`src/rtl/tile_scheduler.sv`:
```
// Tile scheduler: issues SIZE/FILTER_SIZE squared tile descriptors in raster order under a credit limit.
// Optional stall-cycle counter enabled by defining TILE_SCHED_PERF_EN.
module tile_scheduler #(
    parameter  int SIZE            = 9,
    parameter  int FILTER_SIZE     = 3,
    parameter  int MAX_OUTSTANDING = 2,
    localparam int OUT             = SIZE / FILTER_SIZE,
    localparam int NT              = OUT * OUT,
    localparam int IDX_W           = (NT > 1) ? $clog2(NT) : 1,
    localparam int RC_W            = (OUT > 1) ? $clog2(OUT) : 1,
    localparam int PX_W            = (SIZE > 1) ? $clog2(SIZE) : 1,
    localparam int CR_W            = $clog2(MAX_OUTSTANDING + 1)
) (
    input  logic             clk,
    input  logic             rst,
    input  logic             start,
    output logic             busy,
    output logic             done,
    output logic             tile_valid,
    input  logic             tile_ready,
    output logic [IDX_W-1:0] tile_idx,
    output logic [RC_W-1:0]  tile_row,
    output logic [RC_W-1:0]  tile_col,
    output logic [PX_W-1:0]  pix_row0,
    output logic [PX_W-1:0]  pix_col0,
    output logic             tile_last,
    input  logic             res_valid,
    output logic [CR_W-1:0]  outstanding,
    output logic [IDX_W:0]   res_count,
    output logic             protocol_err,
    output logic [15:0]      stall_cycles,
    output logic [1:0]       dbg_state
);

    typedef enum logic [1:0] {
        S_IDLE  = 2'd0,
        S_ISSUE = 2'd1,
        S_DRAIN = 2'd2,
        S_DONE  = 2'd3
    } state_t;

    state_t            r_state;
    state_t            w_state_nxt;
    logic [IDX_W-1:0]  r_idx;
    logic [RC_W-1:0]   r_row;
    logic [RC_W-1:0]   r_col;
    logic [CR_W-1:0]   r_out;
    logic [IDX_W:0]    r_res;
    logic              r_err;
    logic [CR_W-1:0]   w_out_nxt;
    logic              w_valid;
    logic              w_hs;
    logic              w_acc;
    logic              w_spur;
    logic              w_start_acc;
    logic              w_last;

    // Handshake: a descriptor transfers on a rising edge where tile_valid && tile_ready.
    // tile_valid depends only on registers, so once raised it holds (with the fields)
    // until that edge; the credit count can only drop in the meantime.
    assign w_valid     = (r_state == S_ISSUE) && (r_out < CR_W'(MAX_OUTSTANDING));
    assign w_hs        = w_valid && tile_ready;
    assign w_acc       = res_valid && ((r_out != '0) || w_hs);
    assign w_spur      = res_valid && !w_acc;
    assign w_start_acc = (r_state == S_IDLE) && start;
    assign w_last      = (r_idx == IDX_W'(NT - 1));

    always_comb begin
        w_out_nxt = r_out;
        if (w_hs && !w_acc) begin
            w_out_nxt = r_out + CR_W'(1);
        end else if (!w_hs && w_acc) begin
            w_out_nxt = r_out - CR_W'(1);
        end
    end

    always_ff @(posedge clk) begin
        if (rst) begin
            r_state <= S_IDLE;
        end else begin
            r_state <= w_state_nxt;
        end
    end

    always_comb begin
        w_state_nxt = r_state;
        busy        = 1'b0;
        done        = 1'b0;
        case (r_state)
            S_IDLE: begin
                if (start) w_state_nxt = S_ISSUE;
            end
            S_ISSUE: begin
                busy = 1'b1;
                if (w_hs && w_last) w_state_nxt = S_DRAIN;
            end
            S_DRAIN: begin
                busy = 1'b1;
                // The final result may arrive in the same cycle we decide to finish.
                if (w_out_nxt == '0) w_state_nxt = S_DONE;
            end
            S_DONE: begin
                done        = 1'b1;
                w_state_nxt = S_IDLE;
            end
            default: w_state_nxt = S_IDLE;
        endcase
    end

    always_ff @(posedge clk) begin
        if (rst) begin
            r_idx <= '0;
            r_row <= '0;
            r_col <= '0;
            r_out <= '0;
            r_res <= '0;
            r_err <= 1'b0;
        end else if (w_start_acc) begin
            r_idx <= '0;
            r_row <= '0;
            r_col <= '0;
            r_out <= '0;
            r_res <= '0;
            r_err <= 1'b0;
        end else begin
            r_out <= w_out_nxt;
            if (w_acc && (r_res != (IDX_W + 1)'(NT))) r_res <= r_res + (IDX_W + 1)'(1);
            if (w_spur) r_err <= 1'b1;
            // The last descriptor stays on the index registers after it is taken.
            if (w_hs && !w_last) begin
                r_idx <= r_idx + IDX_W'(1);
                if (r_col == RC_W'(OUT - 1)) begin
                    r_col <= '0;
                    r_row <= r_row + RC_W'(1);
                end else begin
                    r_col <= r_col + RC_W'(1);
                end
            end
        end
    end

`ifdef TILE_SCHED_PERF_EN
    logic [15:0] r_stall;

    always_ff @(posedge clk) begin
        if (rst || w_start_acc) begin
            r_stall <= '0;
        end else if ((r_state == S_ISSUE) && !w_hs && (r_stall != 16'hFFFF)) begin
            r_stall <= r_stall + 16'd1;
        end
    end

    assign stall_cycles = r_stall;
`else
    assign stall_cycles = 16'd0;
`endif

    assign tile_valid   = w_valid;
    assign tile_idx     = r_idx;
    assign tile_row     = r_row;
    assign tile_col     = r_col;
    assign pix_row0     = PX_W'(32'(r_row) * FILTER_SIZE);
    assign pix_col0     = PX_W'(32'(r_col) * FILTER_SIZE);
    assign tile_last    = w_valid && w_last;
    assign outstanding  = r_out;
    assign res_count    = r_res;
    assign protocol_err = r_err;
    assign dbg_state    = r_state;

endmodule
```
`config.mk`:
```
export PLATFORM = sky130hd
export DESIGN_NAME = tile_scheduler
export DESIGN_NICKNAME = d
export VERILOG_FILES = /design/src/rtl/tile_scheduler.sv
export SDC_FILE = /design/constraint.sdc
export NUM_CORES = 1
export LEC_CHECK = 0
export CAP_MARGIN = 0
export CORE_MARGIN = 4
export CORE_UTILIZATION = 45
export DETAILED_ROUTE_END_ITERATION = 8
export PLACE_DENSITY = 0.83
export SLEW_MARGIN = 20
export SYNTH_ARGS = -nofsm -noshare
export SYNTH_HDL_FRONTEND = slang
export SYNTH_SLANG_ARGS = --single-unit
export TNS_END_PERCENT = 100
```
`constraint.sdc`:
```
create_clock -name clk -period 4.1 [get_ports clk]
set_input_delay 0.82 -clock clk [delete_from_list [all_inputs] [get_ports clk]]
set_output_delay 0.82 -clock clk [all_outputs]
set_load 0.02 [all_outputs]
```
==> results of run 1 <==
-- state kept, by name, indices dropped and copies added, names as in the netlist --
register	count
res_count	5
tile_idx	4
dbg_state	2
outstanding	2
tile_col	2
tile_row	2
protocol_err	1
-- logic make-up after synthesis --
family | synth area share (%)
flops | 28.9
mux | 5.73
xor+xnor | 5.63
fa+ha+maj | 17.1
simple gates | 18.5
compound gates | 8.34
buf+inv | 15.5
other cells | 0.301
-- path summary, 6_finish.rpt --
| kind | from | end | slack [ns] |
|---|---|---|---|
| setup / recovery | dbg_state[1] | tile_last | 1.33 |
| hold / removal | res_count[4] | res_count[4] | 0.55 |
| setup reg to reg | dbg_state[1] | dbg_state[1] | 2.27 |
| hold reg to reg | res_count[4] | res_count[4] | 0.55 |
-- critical path: stages (launching register included) --
cell,delay [ns]
dfxtp_1,0.36
inv_1,0.16
ha_1,0.30
nor3b_1,0.21
clkdlybuf4s50_1,0.63
-- cell type report --
type | count | area [um2] | area share (%)
clock buffer | 4 | 36.3 | 2.31
inverter | 13 | 48.8 | 3.11
multi-input combinational | 101 | 748 | 47.6
tap | 30 | 37.5 | 2.39
timing repair buffer | 34 | 340 | 21.7
sequential | 18 | 360 | 22.9
-- per-layer routing --
layer	global-route usage [%]	up-vias
met5	0	-
met4	2.79	0
met3	2.77	2
met2	26.4	30
met1	15.7	444
li1	-	482
-- power groups by stage --
stage                     registers, mW  clock network, mW  logic, mW
after global placement            0.219                  0      0.295
after detailed placement          0.220                  0      0.305
final                             0.216              0.110      0.304
after CTS                         0.217              0.112      0.307
after floorplan                   0.238                  0      0.200
after global routing              0.220              0.118      0.332
-- metrics by stage --
stage	std cells	worst slack (ns)	hold WS, ns	area (um2)
floorplan	152	1.95	0.580	1300
global placement	196	1.75	0.464	1540
detailed placement	196	1.67	0.509	1540
CTS	200	1.32	0.560	1570
global route	200	1.24	0.598	1570
finish	200	1.33	0.550	1570
-- cell usage in the layout, fill, tap and decap left out, drive strengths merged --
master,netlist,layout
a311oi,2,2
inv,13,13
mux2i,6,6
a31oi,2,2
clkbuf,1,4
dfxtp,18,18
xor2,4,4
ha,17,17
a211oi,2,2
clkdlybuf4s50,0,34
o311ai,1,1
and2b,2,2
xnor2,4,4
o21ai,2,2
a21o,1,1
conb,1,16
nand4,3,3
a21oi,2,2
nor3b,3,3
nand3b,3,3
nand2b,3,3
mux2,1,1
nor2,18,18
and4bb,1,1
a211o,1,1
nand2,7,7
==> results.ini, run 1 <==
[routing]
drt-vias-per-instance = 4.79
drt-total-wl_um = 2430
drt-initial-drc-count = 4
drtAntennaViolNets = 0
wl_per_cell_um = 12.1
route.detailed.drc = 0
drtPass1Iterations = 3
dr_wl_met2_um = 1330
wl_met1_um = 951
wl_met3_um = 138
top_layer = met4
vias = 958

[die]
coreArea_um2 = 2570
die_x_um = 60.6
row_count = 18
start_util_pct = 48.5
dieHeight_um = 60.6
die_area_um2 = 3670
pin_count = 51

[pwr]
power_uw = 630
p_seq_share_pct = 34.3
p_int_uw = 383
cellLeakagePower_nw = 0.670
vdd.ir_drop.worst_v = 0.000244
p_comb_share_pct = 48.2
p_sw_uw = 247
power.density_nw_per_um2 = 401
clock_power_share_pct = 17.4
switching_share_pct = 39.3

[synth]
synthTopCellsByArea = dfxtp_1, ha_1, buf_4
syn_area_um2 = 1240
synthDistinctLibCells = 30
synth_area_per_cell_um2 = 9.09
synth_cells = 137
ys_seq_elements = 18
synth_edf_count = 0
yosysTopAreaCellShare_pct = 28.9
yosysSeqAreaShare_pct = 28.9
ys.flop_type = dfxtp_1
synth-async-reset-ratio_pct = 0
yosys-top-cells-count = buf_4, dfxtp_1, nor2_1
synth_top_area_cell = dfxtp_1
synth-warning-count = 0

[timing]
max_freq_mhz = 362
setup_tns_ns = 0
finalMaxSlewViolations = 0
post-route-min-period_ns = 2.77
final_hold_viol_count = 0
finalSetupViolations = 0
fin_worst_skew_ns = 0.000917
rsz0062_at_grt = false
min_period_over_period_pct = 67.5

[finish]
area_growth_pct = 26.2
filler_cell_count = 224
layout-drive-gt1-share_pct = 6.47
insertedDiodeCount = 0
nets = 193
finish.utilization_pct = 61.2

[clocking]
worstSkewPairLatency_ns = 0.29
cts_resized = 0
root_buffer = clkbuf_4
holdBufCountCts = 0
cts_tree = done
cts.path.max_buffers = 2
cts_inserted_buffers = 3
path_clk_slew_ns = 0.10
cts_max_level = 1
postCtsSetupRepairBufs = 0
clock-sinks = 18

[grt]
grt_pass1_vias = 898
antenna_found_initial = 0
grt_pass1_wl_um = 3890
grt_max_degree = 17
overflow = 0
grtUsageTotal_pct = 13.8

[critical_path]
rr_worst_depth = 7
critPathArrivalTime_ns = 1.95
cp-start-kind = flop
required_ns = 3.28
end_kind = output pin
critPathKind = flop to output pin
path_max_fanout = 5

[hold_path]
hold_depth = 2
hold_class = flop to flop

[placement]
place.gp.congestion = 0.704
dp_hpwl_um = 2000
io_buffers = 34

[job]
maxCapViolations = 0

[outcome]
status = complete, no violations

(Power assumes the default switching activity.)
==> run 2: changes to the inputs <==
--- a/config.mk
+++ b/config.mk
@@ -7,9 +7,9 @@
 export LEC_CHECK = 0
 export CAP_MARGIN = 0
 export CORE_MARGIN = 4
-export CORE_UTILIZATION = 45
+export CORE_UTILIZATION = 39
 export DETAILED_ROUTE_END_ITERATION = 8
-export PLACE_DENSITY = 0.83
+export PLACE_DENSITY = 0.77
 export SLEW_MARGIN = 20
 export SYNTH_ARGS = -nofsm -noshare
 export SYNTH_HDL_FRONTEND = slang
==> constraint.sdc (replaced) <==
create_clock -name clk -period 2.4 [get_ports clk]
set_input_delay 0.48 -clock clk [delete_from_list [all_inputs] [get_ports clk]]
set_output_delay 0.48 -clock clk [all_outputs]
set_load 0.02 [all_outputs]
==> results.ini, run 2 (synthesis gave the netlist of run 1 again) <==
[timing]
finalMaxSlewViolations = 0  ; unchanged
final_hold_viol_count = 0  ; unchanged
min_period_over_period_pct = 95.2
worst_slack_ns = 0.115  ; -1.22 ns
rsz0062_at_grt = false
slew_headroom_pct = 64.1
post-route-min-period_ns = 2.29
max_freq_mhz = 438
setup_tns_ns = 0  ; unchanged
tightest_slew_ns = 0.538
hold_ws_ns = 0.493  ; -0.0567 ns
fin_worst_skew_ns = 0.00311  ; +0.00219 ns
finalSetupViolations = 0  ; unchanged

[routing]
drtAntennaViolNets = 0  ; unchanged
wl_per_cell_um = 10.7  ; -12%
route.detailed.drc = 0  ; unchanged
drt-vias-per-instance = 4.44  ; -7.3%
drtPass1Iterations = 6  ; +3
vias = 950  ; -0.84%
drt-total-wl_um = 2290  ; -5.9%
drt-initial-drc-count = 29  ; +25

[finish]
largest_register_ffs = 5  ; unchanged
nets = 193  ; unchanged
insertedDiodeCount = 0  ; unchanged
final_cell_mix = clkdlybuf4s50_1, nor2_1, dfxtp_1
layout-drive-gt1-share_pct = 6.47  ; unchanged
area_growth_pct = 27.8
layout_commonest_cell = clkdlybuf4s50_1
stdcell_count = 214  ; +7.0%

[clocking]
path_clk_slew_ns = 0.10  ; about the same
cts_tree = done
worstSkewPairLatency_ns = 0.29  ; about the same
root_buffer = clkbuf_4
clock-sinks = 18  ; unchanged
holdBufCountCts = 0  ; unchanged
cts_max_level = 1  ; unchanged
cts.path.max_buffers = 2  ; unchanged
cts_inserted_buffers = 3  ; unchanged

[outcome]
status = complete, no violations

[grt]
grtUsageTotal_pct = 11.5  ; -2.3 points
overflow = 0  ; unchanged
grt_pass1_vias = 850  ; -5.3%
antenna_found_initial = 0  ; unchanged
grt_max_degree = 17  ; unchanged
grt_pass1_wl_um = 3750  ; -3.5%

[critical_path]
critPathKind = flop to output pin
end_kind = output pin
required_ns = 1.92  ; -1.36 ns
cp-start-kind = flop
path_max_fanout = 5  ; unchanged
critPathArrivalTime_ns = 1.81  ; -0.14 ns

[pwr]
cellLeakagePower_nw = 0.688  ; +2.8%
p_sw_uw = 409  ; +66%
p_seq_share_pct = 34.5  ; +0.2 points
vdd.ir_drop.worst_v = 0.000500  ; +110%
clock_power_share_pct = 17.4  ; about the same
power_mw = 1.06  ; +69%
p_int_uw = 653  ; +71%
p_comb_share_pct = 48.1  ; about the same
power.density_nw_per_um2 = 668  ; +67%
switching_share_pct = 38.5  ; -0.73 points

[job]
maxCapViolations = 0  ; unchanged

[die]
dieHeight_um = 64.5  ; +6.4%
pin_count = 51  ; unchanged
die_x_um = 64.5  ; +6.4%
die_area_um2 = 4160  ; +13%
start_util_pct = 40.8  ; -7.7 points
coreArea_um2 = 3050  ; +19%
row_count = 20  ; +2

[placement]
dp.cells = 210  ; +7.1%
place.gp.congestion = 0.742  ; +5.4%
place_ws_ns = 0.326  ; -1.34 ns
dp_hpwl_um = 1860  ; -6.8%
io_buffers = 34  ; unchanged

[hold_path]
hold_class = flop to flop

-- run 2: critical path: stages (launching register included) --
cell and delay, ns:
dfxtp_1 0.36, inv_1 0.13, ha_1 0.28, and2b_1 0.15
clkdlybuf4s50_1 0.60
-- run 2: worst paths after layout --
path	start	to	slack (ns)	depth (start not counted)
worst max-delay path	dbg_state[1]	tile_valid	0.11	4
worst min-delay path	protocol_err	protocol_err	0.49	2
worst max register to register	dbg_state[1]	dbg_state[0]	0.60	7
worst min register to register	protocol_err	protocol_err	0.49	2
-- run 2: final cells by class --
| class | instances | area [um2] |
|---|---|---|
| sequential | 18 | 360 |
| inverter | 13 | 48.8 |
| fill | 301 | 1460 |
| multi-input combinational | 101 | 748 |
| tap | 44 | 55.1 |
| clock buffer | 4 | 36.3 |
| timing repair buffer | 34 | 343 |
-- run 2: metrics by stage --
stage | utilization (%) | area [um2]
finish | 52.1 | 1590
CTS | 52.0 | 1590
floorplan | - | 1300
global route | 52.1 | 1590
global placement | 50.9 | 1550
detailed placement | 50.9 | 1550
-- run 2: what timing repair did --
item	4_1_cts	5_1_grt
resized for setup	0	1
endpoints found under the setup margin	0	1
buffers inserted	0	0
-- run 2: routing by layer --
layer  GRT usage [%]  up-vias  part of all wire [%]
li1                -      478                     -
met1            12.4      438                    42
met2            20.2       32                    50
met3            3.47        2                   6.4
met4            5.54        0                   1.6
met5               0        -                     0
-- run 2: power groups by stage --
stage / combinational, mW / sequential (mW) / clock [mW]
3_5_place_dp: 0.514 / 0.375 / 0
2_1_floorplan: 0.342 / 0.407 / 0
6_report: 0.511 / 0.367 / 0.185
4_1_cts: 0.516 / 0.368 / 0.193
5_1_grt: 0.559 / 0.375 / 0.207
3_3_place_gp: 0.505 / 0.373 / 0
==> run 3: changes to the inputs <==
--- a/config.mk
+++ b/config.mk
@@ -5,12 +5,12 @@
 export SDC_FILE = /design/constraint.sdc
 export NUM_CORES = 1
 export LEC_CHECK = 0
+export ABC_AREA = 1
 export CAP_MARGIN = 0
 export CORE_MARGIN = 4
-export CORE_UTILIZATION = 39
+export CORE_UTILIZATION = 38
 export DETAILED_ROUTE_END_ITERATION = 8
-export PLACE_DENSITY = 0.77
-export SLEW_MARGIN = 20
+export PLACE_DENSITY = 0.75
 export SYNTH_ARGS = -nofsm -noshare
 export SYNTH_HDL_FRONTEND = slang
 export SYNTH_SLANG_ARGS = --single-unit
==> results.ini, run 3 <==
[pwr]
cellLeakagePower_nw = 0.708  ; +2.9%
vdd.ir_drop.worst_v = 0.000374  ; -25%
power.density_nw_per_um2 = 751  ; +12%
power_mw = 1.18  ; +11%

[die]
coreArea_um2 = 3080  ; +0.82%
pin_count = 51  ; unchanged
row_count = 20  ; unchanged
die_x_um = 64.9  ; +0.65%
dieHeight_um = 64.9  ; +0.65%
die_area_um2 = 4210  ; +1.3%
start_util_pct = 40.0  ; -0.78 points

[clocking]
cts_max_level = 1  ; unchanged
cts_inserted_buffers = 3  ; unchanged
postCtsSetupRepairBufs = 0  ; unchanged
worstSkewPairLatency_ns = 0.28  ; about the same
path_clk_slew_ns = 0.10  ; about the same
root_buffer = clkbuf_4
cts_tree = done
clock-sinks = 18  ; unchanged
cts.path.max_buffers = 2  ; unchanged

[synth]
syn_area_um2 = 1230  ; -1.1%
yosysSeqAreaShare_pct = 29.3  ; +0.32 points
synthTopCellsByArea = dfxtp_1, ha_1, buf_4
synth-async-reset-ratio_pct = 0  ; unchanged
synth_cells = 160  ; +17%
ys_seq_elements = 18  ; unchanged
yosysTopAreaCellShare_pct = 29.3  ; +0.32 points
yosys-top-cells-count = inv_1, buf_4, dfxtp_1
yosysMostFrequentCell = inv_1
synth-warning-count = 0  ; unchanged
synth_edf_count = 0  ; unchanged
synth_area_per_cell_um2 = 7.69  ; -15%
synthDistinctLibCells = 25  ; -17%
synth_top_area_cell = dfxtp_1
ys.flop_type = dfxtp_1

[routing]
drtAntennaViolNets = 0  ; unchanged
drt-initial-drc-count = 23  ; -21%
wl_per_cell_um = 9.68  ; -9.3%
drtPass1Iterations = 4  ; -2
vias = 1019  ; +7.3%
drt-vias-per-instance = 4.28  ; -3.6%
route.detailed.drc = 0  ; unchanged
drt-total-wl_um = 2310  ; +0.88%

[hold_path]
hold_class = flop to flop

[timing]
post-route-min-period_ns = 2.27  ; -0.0111 ns
finalMaxSlewViolations = 0  ; unchanged
max_freq_mhz = 440  ; +0.49%
fin_worst_skew_ns = 0.000719  ; -0.00239 ns
rsz0062_at_grt = false
finalSetupViolations = 0  ; unchanged
min_period_over_period_pct = 94.7  ; -0.46 points
final_hold_viol_count = 0  ; unchanged
setup_tns_ns = 0  ; unchanged

[critical_path]
crit_path_max_incr_delay_ns = 0.63  ; +0.03 ns
cp_slowest_cell = clkdlybuf4s50_1
critPathKind = flop to output pin
cp-start-kind = flop
path_delay_family = buffers and inverters
critical_path_buf_inv_count = 3  ; +1
path_max_fanout = 5  ; unchanged
end_kind = output pin
critPathArrivalTime_ns = 1.79  ; -0.02 ns
path_cells = inv_1 > ha_1 > inv_2 > nor2_2 > clkdlybuf4s50_1
required_ns = 1.92  ; about the same

[grt]
antenna_found_initial = 0  ; unchanged
grt_max_degree = 16  ; -1
grt_pass1_vias = 933  ; +9.8%
overflow = 0  ; unchanged
grtUsageTotal_pct = 11.5  ; +0.048 points
grt_pass1_wl_um = 3910  ; +4.2%

[job]
maxCapViolations = 0  ; unchanged

[finish]
stdcell_count = 238  ; +11%
area_growth_pct = 27.6
largest_register_ffs = 5  ; unchanged
layout_commonest_cell = clkdlybuf4s50_1
layout-drive-gt1-share_pct = 10.8  ; +4.4 points
final_cell_mix = clkdlybuf4s50_1, inv_1, dfxtp_1
nets = 218  ; +13%
insertedDiodeCount = 0  ; unchanged
filler_cell_count = 316  ; +5.0%

[outcome]
status = complete, no violations

[placement]
io_buffers = 34  ; unchanged
place.gp.congestion = 0.760  ; +2.4%
dp.cells = 235  ; +12%
dp_hpwl_um = 1860  ; about the same

[run 3: cell count changes in the layout (fill, tap and decap cells not counted), moves of 6 or more]
cell,delta
nand2_1,+10
a21oi_1,+8
o21ai_0,+10
nor2_1,-8
mux2i_1,-6
inv_1,+11
nand3_1,+6
[run 3: worst paths after layout]
path	from	endpoint	slack [ns]	cells after the start
worst min register to register	protocol_err	protocol_err	0.48	1
worst max register to register	dbg_state[1]	dbg_state[1]	0.79	12
worst max-delay path	dbg_state[1]	tile_valid	0.13	5
worst min-delay path	protocol_err	protocol_err	0.48	1
[run 3: area by class of cell]
class,count,area [um2],share of cell area [%]
inverter,29,110,7.01
multi-input combinational,109,677,43.1
clock buffer,3,22.5,1.43
sequential,18,360,22.9
tap,44,55.1,3.50
timing repair buffer,35,347,22.1
[run 3: cell families (layout without fill, tap and decap cells)]
logic type,after synthesis,after routing,synth area share (%)
adders and majority gates,17,17,17.3
other,1,16,0.305
AOI/OAI and AO/OA,26,26,11.8
buffers and inverters,48,67,20.3
DFF,18,18,29.3
and+or+nand+nor,50,50,21.0
[run 3: timing repair]
action,CTS,global route
hold buffers,0,0
endpoints found under the setup margin,1,0
resized for setup,1,0
hold endpoints to repair,0,0
[run 3: per-stage QoR]
stage                     instance area (um2)  utilization, %  hold slack, ns  worst slack [ns]
after floorplan                          1290               -           0.562             0.621
after CTS                                1570            51.1           0.486             0.110
after global routing                     1570            51.1           0.504         0.0000957
final                                    1570            51.1           0.479             0.126
after detailed placement                 1550            50.4           0.461             0.338
after global placement                   1550            50.4           0.449             0.331
[run 3: power breakdown]
group          total, mW  internal, mW  switching, mW
combinational      0.649         0.267          0.382
sequential         0.385         0.340         0.0444
clock              0.146        0.0583         0.0880
total               1.18         0.666          0.514
[run 3: layer usage]
layer  part of all wire [%]  vias up  global-route usage [%]
met2                     46       26                    18.0
met3                    6.2        2                    2.60
li1                       -      548                       -
met5                      0        -                       0
met1                     47      443                    14.8
met4                    1.2        0                    5.80
